[config.mk]
export PLATFORM = sky130hd
export DESIGN_NAME = sram_fifo_ctrl
export DESIGN_NICKNAME = d
export VERILOG_FILES = /design/src/rtl/sram_fifo_pkg.sv /design/src/rtl/sram_fifo_out_buf.sv /design/src/rtl/sram_fifo_ctrl.sv
export SDC_FILE = /design/constraint.sdc
export NUM_CORES = 1
export LEC_CHECK = 0
export ABC_AREA = 1
export CORE_MARGIN = 2
export CORE_UTILIZATION = 44
export DETAILED_ROUTE_END_ITERATION = 12
export GPL_TIMING_DRIVEN = 0
export PLACE_DENSITY = 0.78
export SLEW_MARGIN = 20
export SYNTH_ARGS = -nofsm -noshare
export SYNTH_HDL_FRONTEND = slang
export SYNTH_HIERARCHICAL = 1
export SYNTH_SLANG_ARGS = --single-unit
[constraint.sdc]
create_clock -name clk_i -period 2.8 [get_ports clk_i]
set_input_delay 0.56 -clock clk_i [delete_from_list [all_inputs] [get_ports clk_i]]
set_output_delay 0.56 -clock clk_i [all_outputs]
set_load 0.05 [all_outputs]
[src/rtl/sram_fifo_pkg.sv]
// Shared constants and helpers for the SRAM-backed FIFO controller.
// Holds the output buffer depth and the level counter width function.
package sram_fifo_pkg;

    localparam int OUT_DEPTH = 2;

    // Level spans 0 .. DEPTH + OUT_DEPTH inclusive.
    function automatic int level_width(input int depth);
        return $clog2(depth + OUT_DEPTH + 1);
    endfunction

endpackage

[src/rtl/sram_fifo_out_buf.sv]
// Two-entry show-ahead buffer holding words returned by the SRAM.
// Ports: clk_i, arstn_i, wr_en/wr_data (capture), rd_en (pop), cnt, head.
module sram_fifo_out_buf
    import sram_fifo_pkg::*;
#(
    parameter int WIDTH = 8
) (
    input  logic             clk_i,
    input  logic             arstn_i,
    input  logic             wr_en,
    input  logic [WIDTH-1:0] wr_data,
    input  logic             rd_en,
    output logic [1:0]       cnt,
    output logic [WIDTH-1:0] head
);

    logic [WIDTH-1:0] tail;
    logic             rd;
    logic [1:0]       cnt_left;

    assign rd       = rd_en & (cnt != 2'd0);
    // Entries remaining after this cycle's pop; a write lands there.
    assign cnt_left = cnt - {1'b0, rd};

    always_ff @(posedge clk_i or negedge arstn_i) begin
        if (!arstn_i) begin
            cnt  <= '0;
            head <= '0;
            tail <= '0;
        end else begin
            cnt <= cnt_left + {1'b0, wr_en};
            if (rd && cnt == 2'd2) begin
                head <= tail;
            end
            if (wr_en) begin
                if (cnt_left == 2'd0) begin
                    head <= wr_data;
                end else begin
                    tail <= wr_data;
                end
            end
        end
    end

    no_overflow: assert property (
        @(posedge clk_i) disable iff (!arstn_i)
        !(wr_en && !rd && cnt == 2'(OUT_DEPTH))
    );

endmodule

[src/rtl/sram_fifo_ctrl.sv]
// FIFO controller sequencing a dual-port SRAM with 1-cycle read latency.
// Ports: s_* push side, m_* show-ahead pop side, sram_* memory ports.
// Optional SRAM_FIFO_CTRL_LEVEL_EN adds level_o and almost_full_o.
module sram_fifo_ctrl
    import sram_fifo_pkg::*;
#(
    parameter int WIDTH  = 8,
    parameter int DEPTH  = 8,
    parameter int ADDR_W = $clog2(DEPTH)
) (
    input  logic              clk_i,
    input  logic              arstn_i,
    input  logic              s_valid_i,
    input  logic [WIDTH-1:0]  s_data_i,
    output logic              s_ready_o,
    output logic              m_valid_o,
    output logic [WIDTH-1:0]  m_data_o,
    input  logic              m_ready_i,
    output logic              sram_wen_o,
    output logic [ADDR_W-1:0] sram_waddr_o,
    output logic [WIDTH-1:0]  sram_wdata_o,
    output logic              sram_ren_o,
    output logic [ADDR_W-1:0] sram_raddr_o,
`ifdef SRAM_FIFO_CTRL_LEVEL_EN
    output logic [level_width(DEPTH)-1:0] level_o,
    output logic              almost_full_o,
`endif
    input  logic [WIDTH-1:0]  sram_rdata_i
);

    localparam logic [ADDR_W:0]   FULL = (ADDR_W+1)'(DEPTH);
    localparam logic [ADDR_W-1:0] LAST = ADDR_W'(DEPTH-1);

    logic [ADDR_W-1:0] wr_ptr;
    logic [ADDR_W-1:0] rd_ptr;
    logic [ADDR_W:0]   sram_cnt;
    logic [ADDR_W:0]   sram_cnt_nxt;
    logic              inflight;
    logic              running;
    logic [1:0]        out_cnt;
    logic [2:0]        occ;
    logic              push;
    logic              pop;
    logic              ren;

    // running keeps s_ready_o low until the first edge after reset.
    assign s_ready_o = running & (sram_cnt != FULL);
    assign push      = s_valid_i & s_ready_o;
    assign m_valid_o = (out_cnt != 2'd0);
    assign pop       = m_valid_o & m_ready_i;

    // Buffer occupancy after this edge; a read is issued only if its
    // data will still find a free slot when it returns.
    assign occ = 3'(out_cnt) + 3'(inflight) - 3'(pop);
    assign ren = (sram_cnt != '0) && (occ <= 3'(OUT_DEPTH - 1));

    assign sram_cnt_nxt = sram_cnt + (ADDR_W+1)'(push)
                        - (ADDR_W+1)'(ren);

    assign sram_wen_o   = push;
    assign sram_waddr_o = wr_ptr;
    assign sram_wdata_o = s_data_i;
    assign sram_ren_o   = ren;
    assign sram_raddr_o = rd_ptr;

    always_ff @(posedge clk_i or negedge arstn_i) begin
        if (!arstn_i) begin
            running  <= 1'b0;
            wr_ptr   <= '0;
            rd_ptr   <= '0;
            sram_cnt <= '0;
            inflight <= 1'b0;
        end else begin
            running  <= 1'b1;
            sram_cnt <= sram_cnt_nxt;
            inflight <= ren;
            if (push) begin
                wr_ptr <= (wr_ptr == LAST) ? '0 : wr_ptr + ADDR_W'(1);
            end
            if (ren) begin
                rd_ptr <= (rd_ptr == LAST) ? '0 : rd_ptr + ADDR_W'(1);
            end
        end
    end

    sram_fifo_out_buf #(
        .WIDTH (WIDTH)
    ) u_out_buf (
        .clk_i   (clk_i),
        .arstn_i (arstn_i),
        .wr_en   (inflight),
        .wr_data (sram_rdata_i),
        .rd_en   (pop),
        .cnt     (out_cnt),
        .head    (m_data_o)
    );

`ifdef SRAM_FIFO_CTRL_LEVEL_EN
    localparam int LVL_W = level_width(DEPTH);

    always_ff @(posedge clk_i or negedge arstn_i) begin
        if (!arstn_i) begin
            level_o <= '0;
        end else begin
            level_o <= LVL_W'(sram_cnt_nxt) + LVL_W'(ren) + LVL_W'(occ);
        end
    end

    assign almost_full_o = (sram_cnt >= (ADDR_W+1)'(DEPTH - 1));
`endif

endmodule

==> results of run 1 <==
layer usage:
metal	GRT usage	up-vias	wire length, um
li1	-	698	-
met3	0.06419	11	227
met4	0.09439	0	88
met1	0.2011	610	1444
met5	0	-	0
met2	0.2875	41	1600
cell families (layout without fill, tap and decap cells):
logic type / count (synthesis) / in the layout
flip-flops: 30 / 30
XOR/XNOR: 4 / 4
other: 1 / 1
AO/OA/AOI/OAI: 11 / 11
adder cells (fa/ha/maj): 16 / 16
AND/OR/NAND/NOR: 90 / 90
buffers and inverters: 47 / 99
flip-flops by register name, summed over array words and instances (netlist names):
register        cells
inflight            1
running             1
sram_cnt            4
sram_raddr_o        3
sram_waddr_o        3
u_out_buf/cnt       2
u_out_buf/head      8
u_out_buf/tail      8
metrics by stage:
stage	area (sq um)	util
after detailed placement	2203	0.5886
after global placement	2208	0.5899
final	2374	0.6340
after CTS	2354	0.6287
after global routing	2374	0.6340
after floorplan	1778	-
worst paths after layout:
kind	end	from	depth (start not counted)	slack, ps
worst max-delay path	sram_cnt[1]	u_out_buf/cnt[0]	16	-300
worst min-delay path	sram_cnt[1]	arstn_i	1	300
worst max register to register	sram_cnt[1]	u_out_buf/cnt[0]	16	-300
worst min register to register	sram_raddr_o[2]	sram_raddr_o[2]	2	510
max in group asynchronous	u_out_buf/cnt[1]	arstn_i	1	2030
min in group clk_i	sram_raddr_o[2]	sram_raddr_o[2]	2	510
synth_stat cells (all sizes together):
cell,n
fa,2
nor2,16
xor2,1
inv,38
ha,14
buf,9
conb,1
nand2,54
a21oi,9
nand3,17
xnor2,3
o21a,1
nand4,3
a21boi,1
dfrtp,30
layout make-up:
cell class / count / area (sq um) / share of cell area
Tap cell: 48 / 60.06 / 0.02530
Buffer: 9 / 71.32 / 0.03005
Multi-Input combinational cell: 122 / 840.8 / 0.3542
Timing Repair Buffer: 44 / 421.7 / 0.1776
Inverter: 38 / 146.4 / 0.06168
Clock buffer: 8 / 80.08 / 0.03374
Sequential cell: 30 / 753.2 / 0.3173
power by group through the flow:
stage,clock [W],combinational [W],sequential (W)
2_1_floorplan,0,0.00116,0.00115
3_3_place_gp,0,0.00192,0.000819
3_5_place_dp,0,0.00198,0.000824
4_1_cts,0.000338,0.00218,0.000791
5_1_grt,0.000367,0.00243,0.000817
6_report,0.000334,0.00219,0.000789
repair_timing:
| action | CTS | global route |
|---|---|---|
| buffers inserted | 6 | 1 |
| resized for setup | 15 | 3 |
| setup endpoints to repair | 5 | 5 |
| pin swaps | 9 | 7 |
==> results.tsv, run 1 <==
stage	metric	value	unit
clocking	clock latency on the worst-skew pair	290	ps
worst_setup_path	CP max stage delay	510	ps
cells_and_area	Non-Filler Instances	299	
synthesis	yosys warns	6	
timing	total negative slack	-834.5	ps
clocking	CTS root buf	clkbuf_8	
synthesis	synth top area cells	dfrtp_1 (43%), nand2_1 (11%), ha_1 (10%), inv_1 (7.5%), a21oi_2 (4.0%)	
synthesis	Post-Synth Simple-Gate Area	0.2373	
power	Worst VDD drop	0.7641	mV
route	drt first pass iters	4	
route	drc violations	0	
timing	clock skew	5.396	ps
floorplan	Initial Utilization	0.4662	
timing	worst hold slack	302.6	ps
clocking	H-tree levels	2	
synthesis	sequential area share after synthesis	0.4301	
power	sequential power share	0.238	
clocking	clock sink count	30	
power	PwrDens	1398	mW/mm^2
worst_setup_path	Worst EP arrival	3280	ps
timing	RSZ-0062 raised after global routing	true	
synthesis	Synth Area in XOR/XNOR	0.02007	
worst_setup_path	Crit Path Max Fanout	3	
worst_setup_path	delay-heaviest family, CP	adder cells	
synthesis	Synth Area in Adders	0.1233	
synthesis	post-synth net total	235	
timing	measured slew at the worst slew-check pin	662.2	ps
route	number of routed nets with antenna violations	0	
route	via/cell ratio	4.548	
synthesis	Mapped Area	0.001745	sq mm
worst_setup_path	sum of buffers and inverters on the critical path	7	
job	max-cap check violation count	0	
route	drt wl/cell	11.24	um
floorplan	core area	0.003744	sq mm
timing	max-slew violations	0	
timing	Final Hold Viols	0	
floorplan	Chip Width	66.99	um
floorplan	# IOs	46	
power	Sw Ratio	0.4883	
power	combinational share of power	0.661	
global_route	all-layer global routing usage	0.1766	
route	WL final	3361	um
global_route	initial antenna violation count	0	
status	failing checks	setup timing	
global_route	largest net degree at the start of global routing	31	
placement	DP Wirelength	2337	um
global_route	vias in the first global route	1344	
clocking	CTS tree	built	
timing	worst setup margin	-297.2	ps
placement	Cell Count Post-Placement	284	
clocking	CTS Buf Count	5	
synthesis	syn_area_per_cell	8.771	sq um
global_route	grt total ovfl	0	
floorplan	Vert. Die Dim	66.99	um
timing	FMAX	322.9	MHz
synthesis	Netlist cell types	23	
placement	PortBufs	37	
worst_setup_path	Crit Path Class	register to register	
synthesis	synthesized flop and latch total	30	
synthesis	area leader, netlist	dfrtp_1	
cells_and_area	n_diodes	0	
cells_and_area	commonest non-fill, non-tap cell in the layout	nand2_1	
cells_and_area	most frequent cells in the layout	nand2_1 (50), clkdlybuf4s50_1 (33), inv_1 (29), dfrtp_1 (28), buf_4 (15)	
status	status	finished, violations left	
clocking	clk buf depth	2	
clocking	hold_buf cts	0	
power	Cell Int Power	0.001698	W
synthesis	Syn Inst Count	199	
placement	placer congestion estimate	0.7815	
cells_and_area	Layout fillers	332	
power	net load switching power	0.001620	W
synthesis	post-synth top area share	0.4301	
timing	final cycle utilization of the critical path	1.106	
floorplan	Die Footprint	0.004487	sq mm
timing	final setup fails	4	
clocking	CTS clk-pin slew, worst paths	60	ps
cells_and_area	share of post-route cells with drive strength above 1	0.2430	
placement	dpl ws	-1229	ps
floorplan	# rows	22	
worst_setup_path	slowest CP cell	fa_2	
timing	Max-slew headroom	0.5586	
power	clock share of power	0.101	
min_path	Hold Path Class	input pin to asynchronous set/reset pin	
worst_setup_path	CP endpoint kind	register	
worst_setup_path	Critical Path Start Type	register	
global_route	first-pass GRT wire length	5706	um
synthesis	mux contribution to synthesized area	0	
cells_and_area	Final #Nets	286	
cells_and_area	area grow syn2layout	35.99	%
worst_setup_path	CP required	2990	ps
route	drt first-iter violations	51	
timing	min cycle time layout	3097	ps
synthesis	main combinational cell family by area after synthesis	simple AND/OR/NAND/NOR gates	
synthesis	Compound-Gate Fraction of Synth Area	0.06452	
worst_setup_path	crit-path cells	o21a_1 -> ha_1 -> inv_1 -> ha_2 -> inv_2 -> fa_1 -> inv_2 -> a21oi_4 -> nand3_4 -> clkinvlp_4 -> ha_4 -> inv_2 -> ha_4 -> inv_2 -> fa_2 -> inv_1	
power	Final Total Pwr	0.003318	W
route	Via Count	1360	
power	Static Leak	1.223	nW
worst_setup_path	CP most frequent cell	inv_2	
Note: power is estimated with default switching activity, not from simulation.
==> inputs of run 2 (changes only) <==
- CORE_MARGIN: 2 -> 3
- SLEW_MARGIN: 20 -> 0
==> run 2 against run 1 <==
The run still ends with setup timing left. Fmax is 0.57% higher. Die area is 6.1% higher. Core utilization is 0.63 points higher. Final area is 1.0% higher.
==> results.tsv, run 2 (synthesized netlist as in run 1, its figures left out) <==
stage	metric	value	unit	change
floorplan	Initial Utilization	0.4662		unchanged
route	drt wl/cell	11.05	um	was 11.24 um
global_route	largest net degree at the start of global routing	31		unchanged
worst_setup_path	crit-path cells	o21a_1 -> ha_1 -> inv_1 -> ha_2 -> inv_2 -> fa_1 -> inv_2 -> a21oi_4 -> nand3_4 -> clkinvlp_4 -> ha_4 -> inv_2 -> ha_4 -> inv_2 -> fa_2 -> inv_1		unchanged
timing	RSZ-0062 raised after global routing	true		unchanged
route	number of routed nets with antenna violations	0		unchanged
status	failing checks	setup timing		unchanged
placement	Cell Count Post-Placement	284		unchanged
floorplan	# rows	22		unchanged
timing	max-slew violations	0		unchanged
floorplan	Die Footprint	0.004759	sq mm	was 0.004487 sq mm
cells_and_area	share of post-route cells with drive strength above 1	0.2520		was 0.2430
cells_and_area	n_diodes	0		unchanged
global_route	routing usage on met2	0.2643		was 0.2875
global_route	initial antenna violation count	0		unchanged
clocking	clk buf depth	2		unchanged
timing	total negative slack	-752.4	ps	was -834.5 ps
cells_and_area	Final #Nets	289		was 286
global_route	vias in the first global route	1322		was 1344
cells_and_area	area grow syn2layout	37.35	%	was 35.99%
clocking	clock sink count	30		unchanged
route	drt first pass iters	4		unchanged
worst_setup_path	CP required	2980	ps	was 2990 ps
timing	worst setup margin	-279.6	ps	was -297.2 ps
cells_and_area	biggest regs	u_out_buf/head: 8 flops, u_out_buf/tail: 8 flops, sram_cnt: 4 flops		unchanged
clocking	CTS tree	built		unchanged
cells_and_area	register area	753.2	sq um	unchanged
cells_and_area	commonest non-fill, non-tap cell in the layout	nand2_1		unchanged
global_route	grt total ovfl	0		unchanged
worst_setup_path	CP endpoint kind	register		unchanged
floorplan	Chip Width	68.99	um	was 66.99 um
min_path	Hold Path Class	input pin to asynchronous set/reset pin		unchanged
cells_and_area	Layout fillers	332		unchanged
cells_and_area	Multi-input gate area	830.8	sq um	was 840.8 sq um
worst_setup_path	CP most frequent cell	inv_2		unchanged
power	Worst VDD drop	0.6772	mV	was 0.7641 mV
worst_setup_path	Crit Path Class	register to register		unchanged
cells_and_area	final design utilization	0.6404		was 0.6340
clocking	hold_buf cts	0		unchanged
route	WL final	3337	um	was 3361 um
worst_setup_path	slowest CP cell	fa_1		was fa_2
timing	FMAX	324.7	MHz	was 322.9 MHz
placement	PortBufs	37		unchanged
route	drc violations	0		unchanged
route	drt first-iter violations	46		was 51
floorplan	core area	0.003744	sq mm	unchanged
clocking	CTS root buf	clkbuf_8		unchanged
timing	worst hold slack	310.6	ps	was 302.6 ps
placement	DP Wirelength	2336	um	was 2337 um
worst_setup_path	CP max stage delay	500	ps	was 510 ps
timing	min cycle time layout	3080	ps	was 3097 ps
clocking	CTS Buf Count	5		unchanged
worst_setup_path	Worst EP arrival	3260	ps	was 3280 ps
route	via/cell ratio	4.503		was 4.548
power	Final Total Pwr	0.003363	W	was 0.003318 W
worst_setup_path	Critical Path Start Type	register		unchanged
route	Via Count	1360		unchanged
global_route	all-layer global routing usage	0.1601		was 0.1766
timing	final setup fails	4		unchanged
timing	measured slew at the worst slew-check pin	666.5	ps	was 662.2 ps
global_route	first-pass GRT wire length	5526	um	was 5706 um
floorplan	# IOs	46		unchanged
power	PwrDens	1403	mW/mm^2	was 1398 mW/mm^2
cells_and_area	most frequent cells in the layout	nand2_1 (50), clkdlybuf4s50_1 (33), inv_1 (29), dfrtp_1 (28), buf_4 (18)		was nand2_1 (50), clkdlybuf4s50_1 (33), inv_1 (29), dfrtp_1 (28), buf_4 (15)
job	max-cap check violation count	0		unchanged
status	status	finished, violations left		unchanged
timing	final cycle utilization of the critical path	1.100		was 1.106
floorplan	Vert. Die Dim	68.99	um	was 66.99 um
cells_and_area	Non-Filler Instances	302		was 299
worst_setup_path	Crit Path Max Fanout	3		unchanged
clocking	CTS clk-pin slew, worst paths	60	ps	about the same
power	Static Leak	1.241	nW	was 1.223 nW
clocking	clock latency on the worst-skew pair	280	ps	was 290 ps
clocking	H-tree levels	2		unchanged
timing	Final Hold Viols	0		unchanged
global_route	GRT met1 Usage	0.1947		was 0.2011
timing	Max-slew headroom	0.5557		was 0.5586
timing	clock skew	4.406	ps	was 5.396 ps
placement	placer congestion estimate	0.7498		was 0.7815
global_route	met3 Use GR	0.05186		was 0.06419
global_route	busiest grt layer	met2		unchanged
==> run 2: changes by cell type in the layout (fill, tap and decap cells not counted) <==
| cell | change |
|---|---|
| nand3_1 | +2 |
| buf_4 | +3 |
| nand3_2 | -2 |
| clkinv_2 | +1 |
| clkbuf_8 | +1 |
| clkbuf_1 | -2 |
==> run 2: repair_timing <==
action / 4_1_cts / 5_1_grt
resized for setup: 15 / 1
setup endpoints to repair: 5 / 5
endpoints found under the hold margin: 0 / 0
buffers inserted: 7 / 3
pin swaps: 9 / 6
==> run 2: power by group <==
part	switching [W]	internal (W)	leakage (nW)
Sequential	0.000128	0.000660	0.342
Clock	0.000159	0.000198	0.0482
Combinational	0.00133	0.000890	0.851
Total	0.00162	0.00175	1.24
==> run 2: area by class of cell <==
type,instances,area share
Tap cell,48,0.02505
Buffer,9,0.02975
Multi-Input combinational cell,122,0.3466
Timing Repair Buffer,47,0.1853
Clock inverter,1,0.002088
Clock buffer,7,0.03601
Sequential cell,30,0.3142
Inverter,38,0.06106
==> run 2: per-stage QoR <==
stage	worst slack, ps	area, sq um
after CTS	-332.9	2377
after global placement	-1218	2208
after floorplan	-472.7	1778
after global routing	-410.1	2397
final	-279.6	2397
after detailed placement	-1230	2208
==> run 2: worst max-delay path, delay by kind of cell, from the launching register on <==
family | cells | cell delay (ps)
adder cells (fa/ha/maj) | 6 | 1750
flip-flops | 1 | 410
buffers and inverters | 7 | 380
AO/OA/AOI/OAI | 2 | 340
AND/OR/NAND/NOR | 1 | 100
==> run 2: routing by layer <==
layer / part of all wire / vias up
met2: 0.49 / 23
met4: 0.010 / 0
met3: 0.032 / 2
met1: 0.47 / 625
met5: 0 / -
li1: - / 710
==> run 2: worst paths after layout <==
kind	start	to	slack, ps	cells after the start
worst max register to register	u_out_buf/cnt[0]	sram_cnt[1]	-280	16
worst min register to register	sram_raddr_o[1]	sram_raddr_o[1]	510	2
min in group clk_i	sram_raddr_o[1]	sram_raddr_o[1]	510	2
worst min-delay path	arstn_i	u_out_buf/head[4]	310	1
max in group asynchronous	arstn_i	u_out_buf/cnt[0]	2020	1
worst max-delay path	u_out_buf/cnt[0]	sram_cnt[1]	-280	16
==> inputs of run 3 (changes only) <==
- MAX_ROUTING_LAYER: unset -> met4
==> run 3 against run 2 <==
The flow still finishes with violations (setup timing). Final cell count is the same. Sequential cell count unchanged. Routed wire length is 0.12% lower. Final area unchanged. Core utilization did not move. Clock skew is essentially flat. Non-clock buffer count unchanged. Largest power group unchanged. Highest routed layer unchanged.
==> results.tsv, run 3 (synthesized netlist as in run 1, its figures left out) <==
stage	metric	value	unit	change
status	status	finished, violations left		unchanged
status	failing checks	setup timing		unchanged
clocking	hold_buf cts	0		unchanged
route	WL final	3333	um	was 3337 um
floorplan	Vert. Die Dim	68.99	um	unchanged
floorplan	Die Footprint	0.004759	sq mm	unchanged
floorplan	# IOs	46		unchanged
clocking	clock sink count	30		unchanged
cells_and_area	biggest regs	u_out_buf/head: 8 flops, u_out_buf/tail: 8 flops, sram_cnt: 4 flops		unchanged
clocking	CTS Buf Count	5		unchanged
floorplan	# rows	22		unchanged
worst_setup_path	worst r2r src	u_out_buf/cnt[0]		unchanged
placement	PortBufs	37		unchanged
worst_setup_path	Crit Reg-Reg Endpoint	sram_cnt[1]		unchanged
worst_setup_path	CP required	2980	ps	about the same
clocking	clock latency on the worst-skew pair	280	ps	about the same
cells_and_area	n_diodes	0		unchanged
timing	min cycle time layout	3080	ps	about the same
global_route	busiest grt layer	met2		unchanged
timing	max-slew violations	0		unchanged
power	Static Leak	1.241	nW	unchanged
cells_and_area	Final #Nets	289		unchanged
timing	total negative slack	-752.9	ps	was -752.4 ps
timing	FMAX	324.6	MHz	was 324.7 MHz
timing	worst setup margin	-280.5	ps	was -279.6 ps
placement	DP Wirelength	2336	um	unchanged
power	net load switching power	0.001615	W	about the same
global_route	initial antenna violation count	0		unchanged
global_route	first-pass GRT wire length	5526	um	unchanged
worst_setup_path	FF-to-FF path depth	16		unchanged
power	Sw Ratio	0.4802		was 0.4803
worst_setup_path	CP max stage delay	500	ps	about the same
power	combinational share of power	0.660		was 0.659
route	via/cell ratio	4.507		was 4.503
cells_and_area	Layout fillers	332		unchanged
cells_and_area	Non-Filler Instances	302		unchanged
worst_setup_path	Reg2Reg Setup Slack	-280	ps	about the same
min_path	Hold Path Class	input pin to asynchronous set/reset pin		unchanged
worst_setup_path	CP endpoint	sram_cnt[1]		unchanged
route	drc violations	0		unchanged
timing	Max-slew headroom	0.5581		was 0.5557
timing	measured slew at the worst slew-check pin	662.9	ps	was 666.5 ps
worst_setup_path	CP most frequent cell	inv_2		unchanged
worst_setup_path	WP depth	16		unchanged
global_route	largest net degree at the start of global routing	31		unchanged
placement	placed cell areas	0.002208	sq mm	unchanged
route	drt wl/cell	11.04	um	was 11.05 um
route	number of routed nets with antenna violations	0		unchanged
worst_setup_path	crit-path cells	o21a_1 -> ha_1 -> inv_1 -> ha_2 -> inv_2 -> fa_1 -> inv_2 -> a21oi_4 -> nand3_4 -> clkinvlp_4 -> ha_4 -> inv_2 -> ha_4 -> inv_2 -> fa_2 -> inv_1		unchanged
worst_setup_path	Critical Path Start Type	register		unchanged
power	Cell Int Power	0.001748	W	about the same
clocking	CTS clk-pin slew, worst paths	60	ps	about the same
floorplan	Chip Width	68.99	um	unchanged
worst_setup_path	Worst EP arrival	3260	ps	about the same
cells_and_area	share of post-route cells with drive strength above 1	0.2520		unchanged
power	clock share of power	0.105		was 0.106
clocking	CTS root buf	clkbuf_8		unchanged
worst_setup_path	Crit Path Class	register to register		unchanged
worst_setup_path	sum of buffers and inverters on the critical path	7		unchanged
global_route	routing usage on met2	0.2643		unchanged
global_route	grt total ovfl	0		unchanged
timing	Final Hold Viols	0		unchanged
global_route	met3 Use GR	0.04862		was 0.05186
timing	final setup fails	4		unchanged
timing	final cycle utilization of the critical path	1.100		about the same
cells_and_area	area grow syn2layout	37.35	%	unchanged
floorplan	core area	0.003744	sq mm	unchanged
power	Final Total Pwr	0.003362	W	was 0.003363 W
worst_setup_path	Crit Path Max Fanout	3		unchanged
clocking	CTS tree	built		unchanged
route	drt first-iter violations	43		was 46
worst_setup_path	delay-heaviest family, CP	adder cells		unchanged
route	drt first pass iters	4		unchanged
job	max-cap check violation count	0		unchanged
cells_and_area	most frequent cells in the layout	nand2_1 (50), clkdlybuf4s50_1 (33), inv_1 (29), dfrtp_1 (28), buf_4 (18)		unchanged
cells_and_area	commonest non-fill, non-tap cell in the layout	nand2_1		unchanged
placement	placer congestion estimate	0.7594		was 0.7498
timing	clock skew	4.354	ps	was 4.406 ps
power	PwrDens	1403	mW/mm^2	about the same
worst_setup_path	slowest CP cell	fa_1		unchanged
clocking	clk buf depth	2		unchanged
global_route	vias in the first global route	1319		was 1322
global_route	GRT met1 Usage	0.1967		was 0.1947
global_route	all-layer global routing usage	0.1646		was 0.1601
route	Via Count	1361		was 1360
cells_and_area	final instance area	0.002397	sq mm	unchanged
clocking	H-tree levels	2		unchanged
worst_setup_path	critical path startpoint	u_out_buf/cnt[0]		unchanged
timing	RSZ-0062 raised after global routing	true		unchanged
power	Worst VDD drop	0.6771	mV	was 0.6772 mV
placement	Cell Count Post-Placement	284		unchanged
worst_setup_path	CP endpoint kind	register		unchanged
placement	dpl ws	-1230	ps	unchanged
floorplan	Initial Utilization	0.4662		unchanged
power	sequential power share	0.235		was 0.234
run 3: routing by layer:
metal  wire (um)  up-vias  part of all wire
met1        1568      625              0.47
li1            -      711                 -
met3         103        2             0.031
met2        1633       23              0.49
met4          27        0            0.0081
met5           0        -                 0
run 3: metrics by stage:
step / utilization / hold WS [ps]
floorplan: - / 264.4
global placement: 0.5899 / 489.2
detailed placement: 0.5899 / 498.0
CTS: 0.6350 / 510.3
global route: 0.6404 / 347.7
finish: 0.6404 / 310.7
run 3: timing repair:
item                                    4_1_cts  5_1_grt
endpoints found under the setup margin        5        5
pin swaps                                     9        6
gates resized for setup                      15        1
cloned                                        0        0
buffers inserted                              7        3
run 3: worst min-delay path by stage:
stage                             end  slack, ps
floorplan                    inflight        260
finish              u_out_buf/head[4]        310
CTS                   sram_raddr_o[1]        510
global route        u_out_buf/head[5]        350
global placement    u_out_buf/tail[0]        490
detailed placement    sram_raddr_o[1]        500
run 3: power by group through the flow:
stage	Combinational, W	Clock (W)	Sequential (W)
floorplan	0.00116	0	0.00115
global placement	0.00193	0	0.000822
detailed placement	0.00197	0	0.000826
CTS	0.00218	0.000366	0.000791
global route	0.00247	0.000381	0.000818
finish	0.00222	0.000355	0.000789
run 3: final cells by class:
type | instances | area [sq um] | share of cell area
clock buffer | 7 | 86.33 | 0.03601
buffer | 9 | 71.32 | 0.02975
multi-input combinational | 122 | 830.8 | 0.3466
clock inverter | 1 | 5.005 | 0.002088
timing repair buffer | 47 | 444.2 | 0.1853
tap | 48 | 60.06 | 0.02505
sequential | 30 | 753.2 | 0.3142
inverter | 38 | 146.4 | 0.06106
